[config.mk]
export PLATFORM = sky130hd
export DESIGN_NAME = mem_req_sequencer_flat
export DESIGN_NICKNAME = d
export VERILOG_FILES = /design/src/rtl/mem_req_sequencer_pkg.sv /design/src/rtl/mem_req_sequencer_if.sv /design/src/rtl/mem_req_sequencer_req_fifo.sv /design/src/rtl/mem_req_sequencer.sv /design/src/flat_wrapper.sv
export SDC_FILE = /design/constraint.sdc
export NUM_CORES = 1
export LEC_CHECK = 0
export BUFFER_PORTS_ARGS = -buffer_cell sky130_fd_sc_hd__buf_2
export CELL_PAD_IN_SITES_DETAIL_PLACEMENT = 1
export CELL_PAD_IN_SITES_GLOBAL_PLACEMENT = 2
export CORE_UTILIZATION = 30
export DETAILED_ROUTE_END_ITERATION = 10
export GPL_TIMING_DRIVEN = 0
export MAX_ROUTING_LAYER = met4
export PLACE_DENSITY_LB_ADDON = 0.1
export SETUP_SLACK_MARGIN = 0.3
export SYNTH_ARGS = -nofsm -noshare
export SYNTH_HDL_FRONTEND = slang
export SYNTH_SLANG_ARGS = --single-unit
[constraint.sdc]
create_clock -name clk -period 3.5 [get_ports clk]
set_input_delay 0.7 -clock clk [delete_from_list [all_inputs] [get_ports clk]]
set_output_delay 0.7 -clock clk [all_outputs]
set_load 0.005 [all_outputs]
[src/rtl/mem_req_sequencer_pkg.sv]
// Shared types for the memory request sequencer.
// Request bundle, FSM states and cache mode encoding.
package mem_seq_pkg;

  localparam int ADDR_W = 32;
  localparam int DATA_W = 32;

  localparam logic MODE_WR = 1'b1;
  localparam logic MODE_RD = 1'b0;

  typedef enum logic [1:0] {
    IDLE,
    HOLD,
    CAPTURE,
    RESP
  } state_t;

  typedef struct packed {
    logic [ADDR_W-1:0] addr;
    logic [DATA_W-1:0] data;
    logic              mode;
  } req_t;

  localparam int REQ_W = $bits(req_t);

endpackage

[src/rtl/mem_req_sequencer_if.sv]
// Request, response and cache-side signals of the sequencer.
// slave = sequencer view, master = processor/cache view.
interface mem_req_sequencer_if;
  import mem_seq_pkg::*;

  logic              req_valid;
  logic              req_ready;
  logic [ADDR_W-1:0] req_addr;
  logic [DATA_W-1:0] req_data;
  logic              req_mode;

  logic [ADDR_W-1:0] cache_address;
  logic [DATA_W-1:0] cache_data;
  logic              cache_mode;
  logic [DATA_W-1:0] cache_out;

  logic              rsp_valid;
  logic              rsp_ready;
  logic [DATA_W-1:0] rsp_data;

  logic              busy;

  modport slave (
    input  req_valid,
    input  req_addr,
    input  req_data,
    input  req_mode,
    input  cache_out,
    input  rsp_ready,
    output req_ready,
    output cache_address,
    output cache_data,
    output cache_mode,
    output rsp_valid,
    output rsp_data,
    output busy
  );

  modport master (
    output req_valid,
    output req_addr,
    output req_data,
    output req_mode,
    output cache_out,
    output rsp_ready,
    input  req_ready,
    input  cache_address,
    input  cache_data,
    input  cache_mode,
    input  rsp_valid,
    input  rsp_data,
    input  busy
  );

endinterface

[src/rtl/mem_req_sequencer_req_fifo.sv]
// Request FIFO: power-of-two depth, wrapping pointers,
// occupancy counter driving full/empty.
module req_fifo #(
  parameter int DEPTH = 4,
  parameter int W     = 8
) (
  input  logic         clk,
  input  logic         rst_n,
  input  logic         i_push,
  input  logic [W-1:0] i_data,
  input  logic         i_pop,
  output logic [W-1:0] o_data,
  output logic         o_full,
  output logic         o_empty
);

  localparam int PW = $clog2(DEPTH);
  localparam int CW = $clog2(DEPTH + 1);

  logic [W-1:0]  r_mem [DEPTH];
  logic [PW-1:0] r_wptr;
  logic [PW-1:0] r_rptr;
  logic [CW-1:0] r_cnt;

  logic w_push;
  logic w_pop;

  assign o_full  = (r_cnt == CW'(DEPTH));
  assign o_empty = (r_cnt == '0);
  assign w_push  = i_push && !o_full;
  assign w_pop   = i_pop && !o_empty;
  assign o_data  = r_mem[r_rptr];

  always_ff @(posedge clk or negedge rst_n) begin
    if (!rst_n) begin
      r_wptr <= '0;
      r_rptr <= '0;
      r_cnt  <= '0;
    end else begin
      if (w_push) r_wptr <= r_wptr + PW'(1);
      if (w_pop)  r_rptr <= r_rptr + PW'(1);
      unique case ({w_push, w_pop})
        2'b10:   r_cnt <= r_cnt + CW'(1);
        2'b01:   r_cnt <= r_cnt - CW'(1);
        default: r_cnt <= r_cnt;
      endcase
    end
  end

  // Storage needs no reset; occupancy is tracked by r_cnt.
  always_ff @(posedge clk) begin
    if (w_push) r_mem[r_wptr] <= i_data;
  end

endmodule

[src/rtl/mem_req_sequencer.sv]
// Feeds buffered requests to the cache one at a time,
// holds cache inputs stable and returns read data.
module mem_req_sequencer
  import mem_seq_pkg::*;
#(
  parameter int DEPTH   = 4,
  parameter int RD_LAT  = 2,
  parameter int WR_HOLD = 1
) (
  input logic                clk,
  input logic                rst_n,
  mem_req_sequencer_if.slave bus
);

  localparam int MAXC  = (RD_LAT > WR_HOLD) ? RD_LAT : WR_HOLD;
  localparam int CNT_W = $clog2(MAXC + 1);

  localparam logic [CNT_W-1:0] RD_LOAD = CNT_W'(RD_LAT - 1);
  localparam logic [CNT_W-1:0] WR_LOAD = CNT_W'(WR_HOLD - 1);

  req_t w_req_in;
  req_t w_head;
  logic w_full;
  logic w_empty;
  logic w_pop;

  state_t           r_state;
  state_t           w_state_nxt;
  logic [CNT_W-1:0] r_cnt;
  logic [CNT_W-1:0] w_cnt_nxt;

  logic [ADDR_W-1:0] r_cache_addr;
  logic [DATA_W-1:0] r_cache_data;
  logic              r_cache_mode;
  logic              r_rsp_valid;
  logic [DATA_W-1:0] r_rsp_data;

  assign w_req_in.addr = bus.req_addr;
  assign w_req_in.data = bus.req_data;
  assign w_req_in.mode = bus.req_mode;

  req_fifo #(
    .DEPTH (DEPTH),
    .W     (REQ_W)
  ) u_fifo (
    .clk     (clk),
    .rst_n   (rst_n),
    .i_push  (bus.req_valid),
    .i_data  (w_req_in),
    .i_pop   (w_pop),
    .o_data  (w_head),
    .o_full  (w_full),
    .o_empty (w_empty)
  );

  always_comb begin
    w_state_nxt = r_state;
    w_cnt_nxt   = r_cnt;
    w_pop       = 1'b0;
    unique case (r_state)
      IDLE: begin
        if (!w_empty) begin
          w_pop       = 1'b1;
          w_state_nxt = HOLD;
          w_cnt_nxt   = (w_head.mode == MODE_WR)
                      ? WR_LOAD : RD_LOAD;
        end
      end
      HOLD: begin
        if (r_cnt == '0) begin
          w_state_nxt = (r_cache_mode == MODE_WR)
                      ? IDLE : CAPTURE;
        end else begin
          w_cnt_nxt = r_cnt - CNT_W'(1);
        end
      end
      CAPTURE: w_state_nxt = RESP;
      RESP: begin
        if (bus.rsp_ready) w_state_nxt = IDLE;
      end
      default: w_state_nxt = IDLE;
    endcase
  end

  always_ff @(posedge clk or negedge rst_n) begin
    if (!rst_n) begin
      r_state <= IDLE;
      r_cnt   <= '0;
    end else begin
      r_state <= w_state_nxt;
      r_cnt   <= w_cnt_nxt;
    end
  end

  // Cache inputs move only on issue: any other toggle
  // would look like a fresh request to the cache.
  always_ff @(posedge clk or negedge rst_n) begin
    if (!rst_n) begin
      r_cache_addr <= '0;
      r_cache_data <= '0;
      r_cache_mode <= MODE_RD;
    end else if (w_pop) begin
      r_cache_addr <= w_head.addr;
      r_cache_data <= w_head.data;
      r_cache_mode <= w_head.mode;
    end
  end

  always_ff @(posedge clk or negedge rst_n) begin
    if (!rst_n) begin
      r_rsp_valid <= 1'b0;
      r_rsp_data  <= '0;
    end else if (r_state == CAPTURE) begin
      r_rsp_valid <= 1'b1;
      r_rsp_data  <= bus.cache_out;
    end else if (r_state == RESP && bus.rsp_ready) begin
      r_rsp_valid <= 1'b0;
    end
  end

  assign bus.req_ready     = !w_full;
  assign bus.cache_address = r_cache_addr;
  assign bus.cache_data    = r_cache_data;
  assign bus.cache_mode    = r_cache_mode;
  assign bus.rsp_valid     = r_rsp_valid;
  assign bus.rsp_data      = r_rsp_data;
  assign bus.busy          = !w_empty || (r_state != IDLE);

endmodule

[src/flat_wrapper.sv]
// flat-port wrapper written by rule: the top's interface ports become plain ports
module mem_req_sequencer_flat import mem_seq_pkg::*;
#(
  parameter int DEPTH   = 4,
  parameter int RD_LAT  = 2,
  parameter int WR_HOLD = 1
)
  (clk, rst_n, bus_req_valid, bus_req_addr, bus_req_data, bus_req_mode, bus_cache_out, bus_rsp_ready, bus_req_ready, bus_cache_address, bus_cache_data, bus_cache_mode, bus_rsp_valid, bus_rsp_data, bus_busy);
  mem_req_sequencer_if bus_i ();
  input logic clk;
  input logic rst_n;
  input wire logic [$bits(bus_i.req_valid)-1:0] bus_req_valid;
  input wire logic [$bits(bus_i.req_addr)-1:0] bus_req_addr;
  input wire logic [$bits(bus_i.req_data)-1:0] bus_req_data;
  input wire logic [$bits(bus_i.req_mode)-1:0] bus_req_mode;
  input wire logic [$bits(bus_i.cache_out)-1:0] bus_cache_out;
  input wire logic [$bits(bus_i.rsp_ready)-1:0] bus_rsp_ready;
  output wire logic [$bits(bus_i.req_ready)-1:0] bus_req_ready;
  output wire logic [$bits(bus_i.cache_address)-1:0] bus_cache_address;
  output wire logic [$bits(bus_i.cache_data)-1:0] bus_cache_data;
  output wire logic [$bits(bus_i.cache_mode)-1:0] bus_cache_mode;
  output wire logic [$bits(bus_i.rsp_valid)-1:0] bus_rsp_valid;
  output wire logic [$bits(bus_i.rsp_data)-1:0] bus_rsp_data;
  output wire logic [$bits(bus_i.busy)-1:0] bus_busy;
  assign bus_i.req_valid = bus_req_valid;
  assign bus_i.req_addr = bus_req_addr;
  assign bus_i.req_data = bus_req_data;
  assign bus_i.req_mode = bus_req_mode;
  assign bus_i.cache_out = bus_cache_out;
  assign bus_i.rsp_ready = bus_rsp_ready;
  assign bus_req_ready = bus_i.req_ready;
  assign bus_cache_address = bus_i.cache_address;
  assign bus_cache_data = bus_i.cache_data;
  assign bus_cache_mode = bus_i.cache_mode;
  assign bus_rsp_valid = bus_i.rsp_valid;
  assign bus_rsp_data = bus_i.rsp_data;
  assign bus_busy = bus_i.busy;
  mem_req_sequencer #(.DEPTH(DEPTH), .RD_LAT(RD_LAT), .WR_HOLD(WR_HOLD)) u_core (.clk(clk), .rst_n(rst_n), .bus(bus_i));
endmodule
==> results.toml, run 1 <==
[status]
outcome = "finished, final reports clean"

[power]
power_density_nw_per_um2 = 901
p_clk_frac = 0.280
ir_drop_uv = 439
netSwitchingPower_uw = 4300
swShare = 0.278
power_leakage_uw = 0.00640
seq_power_share = 0.423
p_int_uw = 11100
p_total_uw = 15400
p_comb_frac = 0.297

[timing]
slew_viol_final = 0
period_needed_ps = 2500
layout_setup_ws_ps = 1000
whs_ps = 42.5
setup_viol = 0
tns_ps = 0
clock_skew_ps = 19.2
period_share = 0.714
tightest_slew_ps = 789
rsz0062_at_grt = "no"
hold_violations = 0
fmax_mhz = 400
relSlewSlack = 0.474

[critical_path]
cp_cell_sequence = "or3_4 -> nand2_4 -> inv_2 -> buf_2 -> ha_1 -> fa_1 -> xnor2_1 -> nor2_1 -> xor2_1"
crit_arrival_ps = 2920
critPathSlowestCell = "or3_4"
worst-path-stages = 9
r2r_slack_ps = 1000
critPathKind = "flop to flop"
reg2reg_depth = 9
crit_start = "u_core.u_fifo.r_cnt[0]"
cp_num_buf_inv = 2
endpoint_kind = "flop"
required_ps = 3930
max_stage_delay_ps = 450
startpoint_type = "flop"
timing.rr.end = "u_core.u_fifo.r_cnt[2]"
cpLargestDelayFamily = "adder cells"
cp-endpoint = "u_core.u_fifo.r_cnt[2]"
cp_max_fo = 10
reg2reg_from = "u_core.u_fifo.r_cnt[0]"

[placement]
post-dp-hpwl_um = 19600
portBuffers = 200
place_area_um2 = 15800
pre_cts_ws_ps = 975
gp_congestion = 0.722

[global_routing]
grt.overflow.total = 0
track_usage = 0.140
grt_max_degree = 80
grt_pass1_wl_um = 47600
antenna_found_initial = 5
grt_pass1_vias = 7790

[synthesis]
syn-num-nets = 721
synthCells = 613
avgSynthCellArea_um2 = 22.6
synth_async_sr_flop_share = 0.295
synth.area.top_cells = "edfxtp_1 56%, dfrtp_1 20%, mux4_2 11%, mux2_2 4.7%, mux2_4 4.3%"
yosys.area.top_type = "edfxtp_1"
synth_ff_type = "edfxtp_1"
synth_edf_count = 260
ys_types = 36
yosys-top-cells-count = "260 x edfxtp_1, 109 x dfrtp_1, 65 x mux4_2"
syn_area_um2 = 13900
synth_warnings = 0
ys_ff_latch = 369
synth.most_common_cell = "edfxtp_1"
synth.yosys.seq_area_share = 0.760
synth_top_area_frac = 0.564

[drt]
drc_errors = 0
first_pass_iters = 4
ant_nets = 0
wl_per_cell_um = 20.7
vias = 6726
drtIter0Drc = 162
routed_wl_um = 31000
vias_per_cell = 4.49

[floorplan]
rows = 78
die_y_um = 217
die_area_um2 = 47000
start_util = 0.305
ios = 201
core_um2 = 45500
die_w_um = 217

[cells_and_area]
finalInstanceArea_um2 = 17100
layout.nets = 970
area_growth_pct = 23.7
drive_above_1_share = 0.510

[clock_network]
cts_resized = 0
path_clk_slew_ps = 60
postCtsSetupBuffers = 0
cts_sinks = 369
tritoncts = "done"
htreeDepth = 2
cts_root_buffer = "clkbuf_16"
clk_latency_ps = 560
hold_buffers = 0
cts_made_buffers = 42
clock_path_buffers = 3

[worst_hold_path]
min_path_type = "primary input to asynchronous set/reset pin"

[job]
cap_violations = 0
## power groups by stage
stage                     Clock [uW]  Sequential (uW)  Combinational, uW
after CTS                       4500             6560               4770
after floorplan                    0             6590               2980
after global routing            4650             6670               5040
after detailed placement           0             6630               4760
after global placement             0             6650               4570
final                           4330             6530               4590
## registers in the layout, summed over array words and instances (netlist names), named ones only
register and count:
u_core.bus.cache_address 32, u_core.r_state 1, u_core.bus.cache_data 32, u_core.bus.cache_mode 1
u_core.bus.rsp_data 32, u_core.u_fifo.r_mem 260, u_core.u_fifo.r_wptr 2, u_core.r_cnt 2
u_core.u_fifo.r_rptr 2, u_core.u_fifo.r_cnt 3, u_core.bus.rsp_valid 1
## layout make-up
| cell class | count | area [um2] |
|---|---|---|
| fill | 4501 | 28300 |
| sequential | 369 | 10500 |
| multi-input combinational | 208 | 3090 |
| clock buffer | 58 | 1170 |
| timing repair buffer | 205 | 1130 |
| tap | 600 | 751 |
| buffer | 28 | 221 |
| clock inverter | 16 | 193 |
| inverter | 8 | 30.0 |
| antenna | 6 | 15.0 |
## routing by layer
metal | vias up | GRT usage | wire length (um)
met5 | - | - | 0
met4 | 0 | 0.0474 | 693
met3 | 51 | 0.0382 | 1780
met2 | 163 | 0.232 | 15700
met1 | 3542 | 0.164 | 12900
li1 | 2970 | - | -
## per-stage QoR
step,instances,util
3_3_place_gp,1413,0.343
3_5_place_dp,1418,0.346
5_1_grt,1497,0.377
4_1_cts,1492,0.376
6_report,1498,0.377
2_1_floorplan,613,-
## logic make-up (layout without fill, tap and decap cells)
group,count (synthesis),count (layout),share of synthesized area
fa+ha+maj,7,7,0.00686
buf+inv,36,315,0.0182
compound gates,12,12,0.00578
flops,369,369,0.760
other cells,0,6,0
simple gates,20,20,0.00885
xor+xnor,6,6,0.00379
mux,163,163,0.196
## worst register-to-register path, stage by stage, from the launching register on
cell	delay, ps
dfrtp_1	440
or3_4	450
nand2_4	100
inv_2	50
buf_2	220
ha_1	290
fa_1	440
xnor2_1	180
nor2_1	70
xor2_1	140
## worst min path at each step
stage          slack, ps                      endpoint
5_1_grt               50  u_core.bus.cache_address[27]
6_report              40      u_core.bus.cache_data[0]
3_3_place_gp         470          u_core.bus.rsp_valid
4_1_cts               30      u_core.bus.cache_data[0]
3_5_place_dp         480          u_core.bus.rsp_valid
2_1_floorplan        400    asynchronous set/reset pin
## cell usage in the layout (no fill, tap or decap), types with 2 or more instances in the layout
master,synthesis,routed
bufinv_16,0,4
clkinv_1,0,5
a31oi_1,2,2
xnor2_1,5,5
dfrtp_1,109,109
inv_6,0,2
clkinv_2,0,4
and2_1,2,2
buf_12,4,6
nor3_1,2,2
and3_4,0,4
buf_6,5,6
edfxtp_1,260,260
clkbuf_8,0,6
inv_1,7,7
nand3_1,2,2
mux4_2,65,65
clkbuf_1,8,18
mux2_4,40,40
buf_16,0,3
ha_1,6,6
nand2_1,3,3
o21ai_0,4,4
buf_2,10,209
mux2_2,58,58
clkbuf_16,0,42
diode_2,0,6
Note: power is estimated with default switching activity, not from simulation.
==> run 2: changes to the inputs <==
Clock period 3.5 ns to 2.2 ns, I/O delays scaled along.
==> run 2 against run 1 <==
Net effect:
- non-clock buffer count up 20
- highest routed layer unchanged
- sequential share of layout area down 0.92 points
- clock-buffer cell count up 6
- critical path type unchanged
- largest power group unchanged
==> results.toml, run 2 (synthesis gave the netlist of run 1 again) <==
[status]
outcome = "finished, final reports clean"

[drt]
vias_per_cell = 4.49
drc_errors = 0
routed_wl_um = 31700
ant_nets = 0
drtIter0Drc = 250
first_pass_iters = 4
vias = 6830
wl_per_cell_um = 20.8

[clock_network]
clock_path_buffers = 3
cts_sinks = 369
cts_made_buffers = 43
clk_latency_ps = 560
tritoncts = "done"
path_clk_slew_ps = 60
cts_root_buffer = "clkbuf_16"
htreeDepth = 2

[global_routing]
grt_pass1_vias = 7775
track_usage = 0.141
grt_max_degree = 79
grt.overflow.total = 0
antenna_found_initial = 4
grt_pass1_wl_um = 47700

[floorplan]
die_w_um = 217
rows = 78
core_um2 = 45500
die_y_um = 217
start_util = 0.305
ios = 201
die_area_um2 = 47000

[timing]
slew_viol_final = 0
whs_ps = 104
setup_viol = 0
clock_skew_ps = 21.2
tightest_slew_ps = 1180
period_needed_ps = 2130
rsz0062_at_grt = "yes"
fmax_mhz = 470
relSlewSlack = 0.216
layout_setup_ws_ps = 71.9
hold_violations = 0
period_share = 0.967

[cells_and_area]
layout.nets = 991
multi_input_area_um2 = 3130
layout_common_cells = "260 x edfxtp_1, 206 x buf_2, 107 x dfrtp_1"
regArea_um2 = 10500
fin_util = 0.383
regMostFlops = "u_core.u_fifo.r_mem"
area_growth_pct = 25.6
layout_commonest_cell = "edfxtp_1"
drive_above_1_share = 0.532
fill_cells = 4496
largest_reg_flops = 260

[power]
p_comb_frac = 0.316
p_clk_frac = 0.267
power_leakage_uw = 0.00654
p_int_uw = 18000
ir_drop_uv = 669
seq_power_share = 0.417
netSwitchingPower_uw = 6960
p_total_uw = 24900
swShare = 0.279
power_density_nw_per_um2 = 1430

[placement]
post-dp-hpwl_um = 18900
gp_congestion = 0.704
portBuffers = 200
pre_cts_ws_ps = -15.4

[worst_hold_path]
holdPathStages = 1
min_from = "bus_req_data[10]"
min_path_type = "primary input to flop"
hold_end = "u_core.u_fifo.r_mem[1][11]"

[critical_path]
reg2reg_depth = 2
r2r_slack_ps = 70
crit_arrival_ps = 2280
max_stage_delay_ps = 970
reg2reg_from = "u_core.u_fifo.r_cnt[2]"
required_ps = 2350
endpoint_kind = "flop"
startpoint_type = "flop"
cp_max_fo = 65
critPathKind = "flop to flop"
cp_cell_sequence = "or3b_4 -> and3_4"
critPathSlowestCell = "and3_4"
cp_num_buf_inv = 0
timing.rr.end = "u_core.u_fifo.r_mem[1][62]"
cpLargestDelayFamily = "simple AND/OR/NAND/NOR gates"

[job]
cap_violations = 0
run 2: changes by cell type in the layout (fill, tap and decap cells not counted), sizes merged:
cell and change:
buf +18, clkbuf +7, diode -2, inv -2
bufinv -3, dlygate4sd3 +1, clkinv +3
run 2: through the flow:
stage / TNS [ps] / std cells / cell area, um2
4_1_cts: -156 / 1505 / 17200
3_3_place_gp: -162940 / 1413 / 15700
6_report: 0 / 1520 / 17400
3_5_place_dp: -15.4 / 1415 / 15700
2_1_floorplan: 0 / 613 / 13900
5_1_grt: -7070 / 1520 / 17400
run 2: cell type report:
class	count	share of cell area
sequential	369	0.606
clock inverter	14	0.00511
antenna	4	0.000575
clock buffer	64	0.0705
inverter	8	0.00187
buffer	28	0.0165
multi-input combinational	208	0.180
tap	600	0.0431
timing repair buffer	225	0.0768
run 2: timing repair:
action                                 in CTS  in global routing
resized for setup                          22                 19
endpoints found under the hold margin      31                  0
setup buffers                              11                  7
gates cloned                                0                  4
setup endpoints to repair                 329                286
pin swaps                                  12                  3
hold buffers                                1                  0
run 2: metal layers:
metal | global-route usage | share of wire | up-vias
met5 | - | 0 | -
met4 | 0.0559 | 0.028 | 0
met3 | 0.0314 | 0.048 | 59
met2 | 0.233 | 0.51 | 155
met1 | 0.168 | 0.42 | 3615
li1 | - | - | 3001
run 2: power groups by stage:
stage	Combinational, uW	Sequential [uW]	Clock [uW]
2_1_floorplan	4820	10400	0
5_1_grt	8600	10600	7130
6_report	7870	10400	6640
3_5_place_dp	7550	10600	0
3_3_place_gp	7330	10500	0
4_1_cts	7820	10400	6920
run 2: worst max-delay path by stage:
stage / depth (start not counted) / endpoint / start / slack (ps)
after global placement: 1 / u_core.bus.cache_address[12] / rst_n / -1150
after CTS: 2 / u_core.u_fifo.r_mem[2][61] / u_core.u_fifo.r_cnt[2] / -10
after detailed placement: 8 / u_core.u_fifo.r_cnt[1] / u_core.r_state[0] / -20
after floorplan: 7 / u_core.u_fifo.r_cnt[1] / u_core.u_fifo.r_cnt[1] / 170
final: 2 / u_core.u_fifo.r_mem[1][62] / u_core.u_fifo.r_cnt[2] / 70
after global routing: 2 / u_core.u_fifo.r_mem[1][62] / u_core.u_fifo.r_cnt[2] / -70
==> run 3: changes to the inputs <==
==> constraint.sdc (replaced) <==
create_clock -name clk -period 2.2 [get_ports clk]
set_input_delay 0.22 -clock clk [delete_from_list [all_inputs] [get_ports clk]]
set_output_delay 0.22 -clock clk [all_outputs]
set_load 0.005 [all_outputs]
==> run 3 against run 2 <==
Net effect:
- critical path type unchanged
- design area is 4.8% higher
- utilization is 1.8 points higher
- sequential share of layout area is 2.8 points lower
- first-iteration DRC count is 6.4% lower
- clock skew hardly changed
- power is 0.40% lower
- combinational power is 1% lower
- final cell count is 5.8% higher
- wire length is 0.36% higher
==> results.toml, run 3 (synthesis gave the netlist of run 1 again) <==
[status]
outcome = "finished, final reports clean"

[floorplan]
die_w_um = 217
die_y_um = 217
core_um2 = 45500
rows = 78
die_area_um2 = 47000
start_util = 0.305
ios = 201

[power]
power_density_nw_per_um2 = 1360
p_comb_frac = 0.313
p_clk_frac = 0.267
power_leakage_uw = 0.00688
netSwitchingPower_uw = 6920
seq_power_share = 0.419
swShare = 0.279
p_int_uw = 17900
p_total_uw = 24800
ir_drop_uv = 668

[critical_path]
required_ps = 2350
critPathKind = "flop to flop"
max_stage_delay_ps = 970
startpoint_type = "flop"
crit_arrival_ps = 2280
cp_max_fo = 65
critPathSlowestCell = "and3_4"
endpoint_kind = "flop"
cp_cell_sequence = "or3b_4 -> and3_4"

[global_routing]
antenna_found_initial = 2
grt_max_degree = 79
grt_pass1_vias = 8202
grt_pass1_wl_um = 48900
grt.overflow.total = 0
track_usage = 0.144

[cells_and_area]
drive_above_1_share = 0.476
area_growth_pct = 31.6
layout.nets = 1081
fin_util = 0.401
regMostFlops = "u_core.u_fifo.r_mem"
layout_common_cells = "260 x edfxtp_1, 205 x buf_2, 107 x dfrtp_1"
largest_reg_flops = 260
layout_commonest_cell = "edfxtp_1"

[timing]
setup_viol = 0
period_needed_ps = 2130
layout_setup_ws_ps = 73.0
fmax_mhz = 470
relSlewSlack = 0.216
slew_viol_final = 0
rsz0062_at_grt = "yes"
tightest_slew_ps = 1180
hold_violations = 0
period_share = 0.967
clock_skew_ps = 21.5

[drt]
vias = 7150
drc_errors = 0
ant_nets = 0
drtIter0Drc = 234
routed_wl_um = 31800
vias_per_cell = 4.45
wl_per_cell_um = 19.8
first_pass_iters = 4

[clock_network]
cts_made_buffers = 43
clk_latency_ps = 550
tritoncts = "done"
cts_root_buffer = "clkbuf_16"
cts_sinks = 369
htreeDepth = 2
path_clk_slew_ps = 60
clock_path_buffers = 3

[placement]
pre_cts_ws_ps = -15.4
portBuffers = 200
post-dp-hpwl_um = 18900
gp_congestion = 0.704

[job]
cap_violations = 0

[worst_hold_path]
min_path_type = "primary input to asynchronous set/reset pin"
-- run 3: cell count changes in the layout (fill, tap and decap cells not counted), sizes merged --
cell	before	now
dlygate4sd3	1	99
buf	242	234
diode	4	2
-- run 3: critical path: cells and delay by family (launching register included) --
family	cells	cell delay, ps
simple gates	2	1250
flops	1	410
-- run 3: through the flow --
stage / hold WS (ps) / TNS, ps / std cells / instance area (um2)
6_report: 158 / 0 / 1608 / 18200
5_1_grt: 159 / -5720 / 1608 / 18200
4_1_cts: 34.7 / -16.6 / 1601 / 18100
3_5_place_dp: 152 / -15.4 / 1415 / 15700
3_3_place_gp: 429 / -138960 / 1413 / 15700
2_1_floorplan: -75.6 / 0 / 613 / 13900
-- run 3: worst paths after layout --
path / slack (ps) / end / from / depth (start not counted)
setup reg to reg: 70 / u_core.u_fifo.r_mem[1][62] / u_core.u_fifo.r_cnt[2] / 2
min in group clk: 170 / u_core.u_fifo.r_wptr[0] / bus_req_valid / 4
setup / recovery: 70 / u_core.u_fifo.r_mem[1][62] / u_core.u_fifo.r_cnt[2] / 2
max in group asynchronous: 1260 / u_core.u_fifo.r_cnt[0] / rst_n / 3
hold / removal: 160 / u_core.bus.cache_data[2] / rst_n / 2
hold reg to reg: 490 / u_core.bus.rsp_valid / u_core.bus.rsp_valid / 1
-- run 3: timing repair --
| action | 4_1_cts | 5_1_grt |
|---|---|---|
| gates cloned | 0 | 1 |
| hold buffers | 99 | 0 |
| endpoints found under the setup margin | 328 | 298 |
| pin swaps | 11 | 5 |
| hold endpoints to repair | 327 | 0 |
| gates resized for setup | 19 | 15 |
| buffers inserted | 9 | 4 |
-- run 3: routing by layer --
metal,vias to the layer above,track usage,part of all wire
met5,-,-,0
li1,3180,-,-
met3,62,0.0278,0.043
met4,0,0.0547,0.026
met1,3757,0.171,0.42
met2,151,0.241,0.51
-- run 3: final cells by class --
cell class	count	area [um2]
Clock buffer	64	1230
Multi-Input combinational cell	208	3120
Antenna cell	2	5.00
Sequential cell	369	10500
Buffer	28	290
Tap cell	600	751
Fill cell	4485	27200
Clock inverter	14	88.8
Timing Repair Buffer	315	2180
Inverter	8	35.0
-- run 3: power groups by stage --
stage	Clock, uW	Sequential (uW)	Combinational, uW
final	6640	10400	7770
after detailed placement	0	10600	7550
after global routing	7130	10600	8520
after CTS	6920	10500	7920
after global placement	0	10500	7330
after floorplan	0	10400	4820
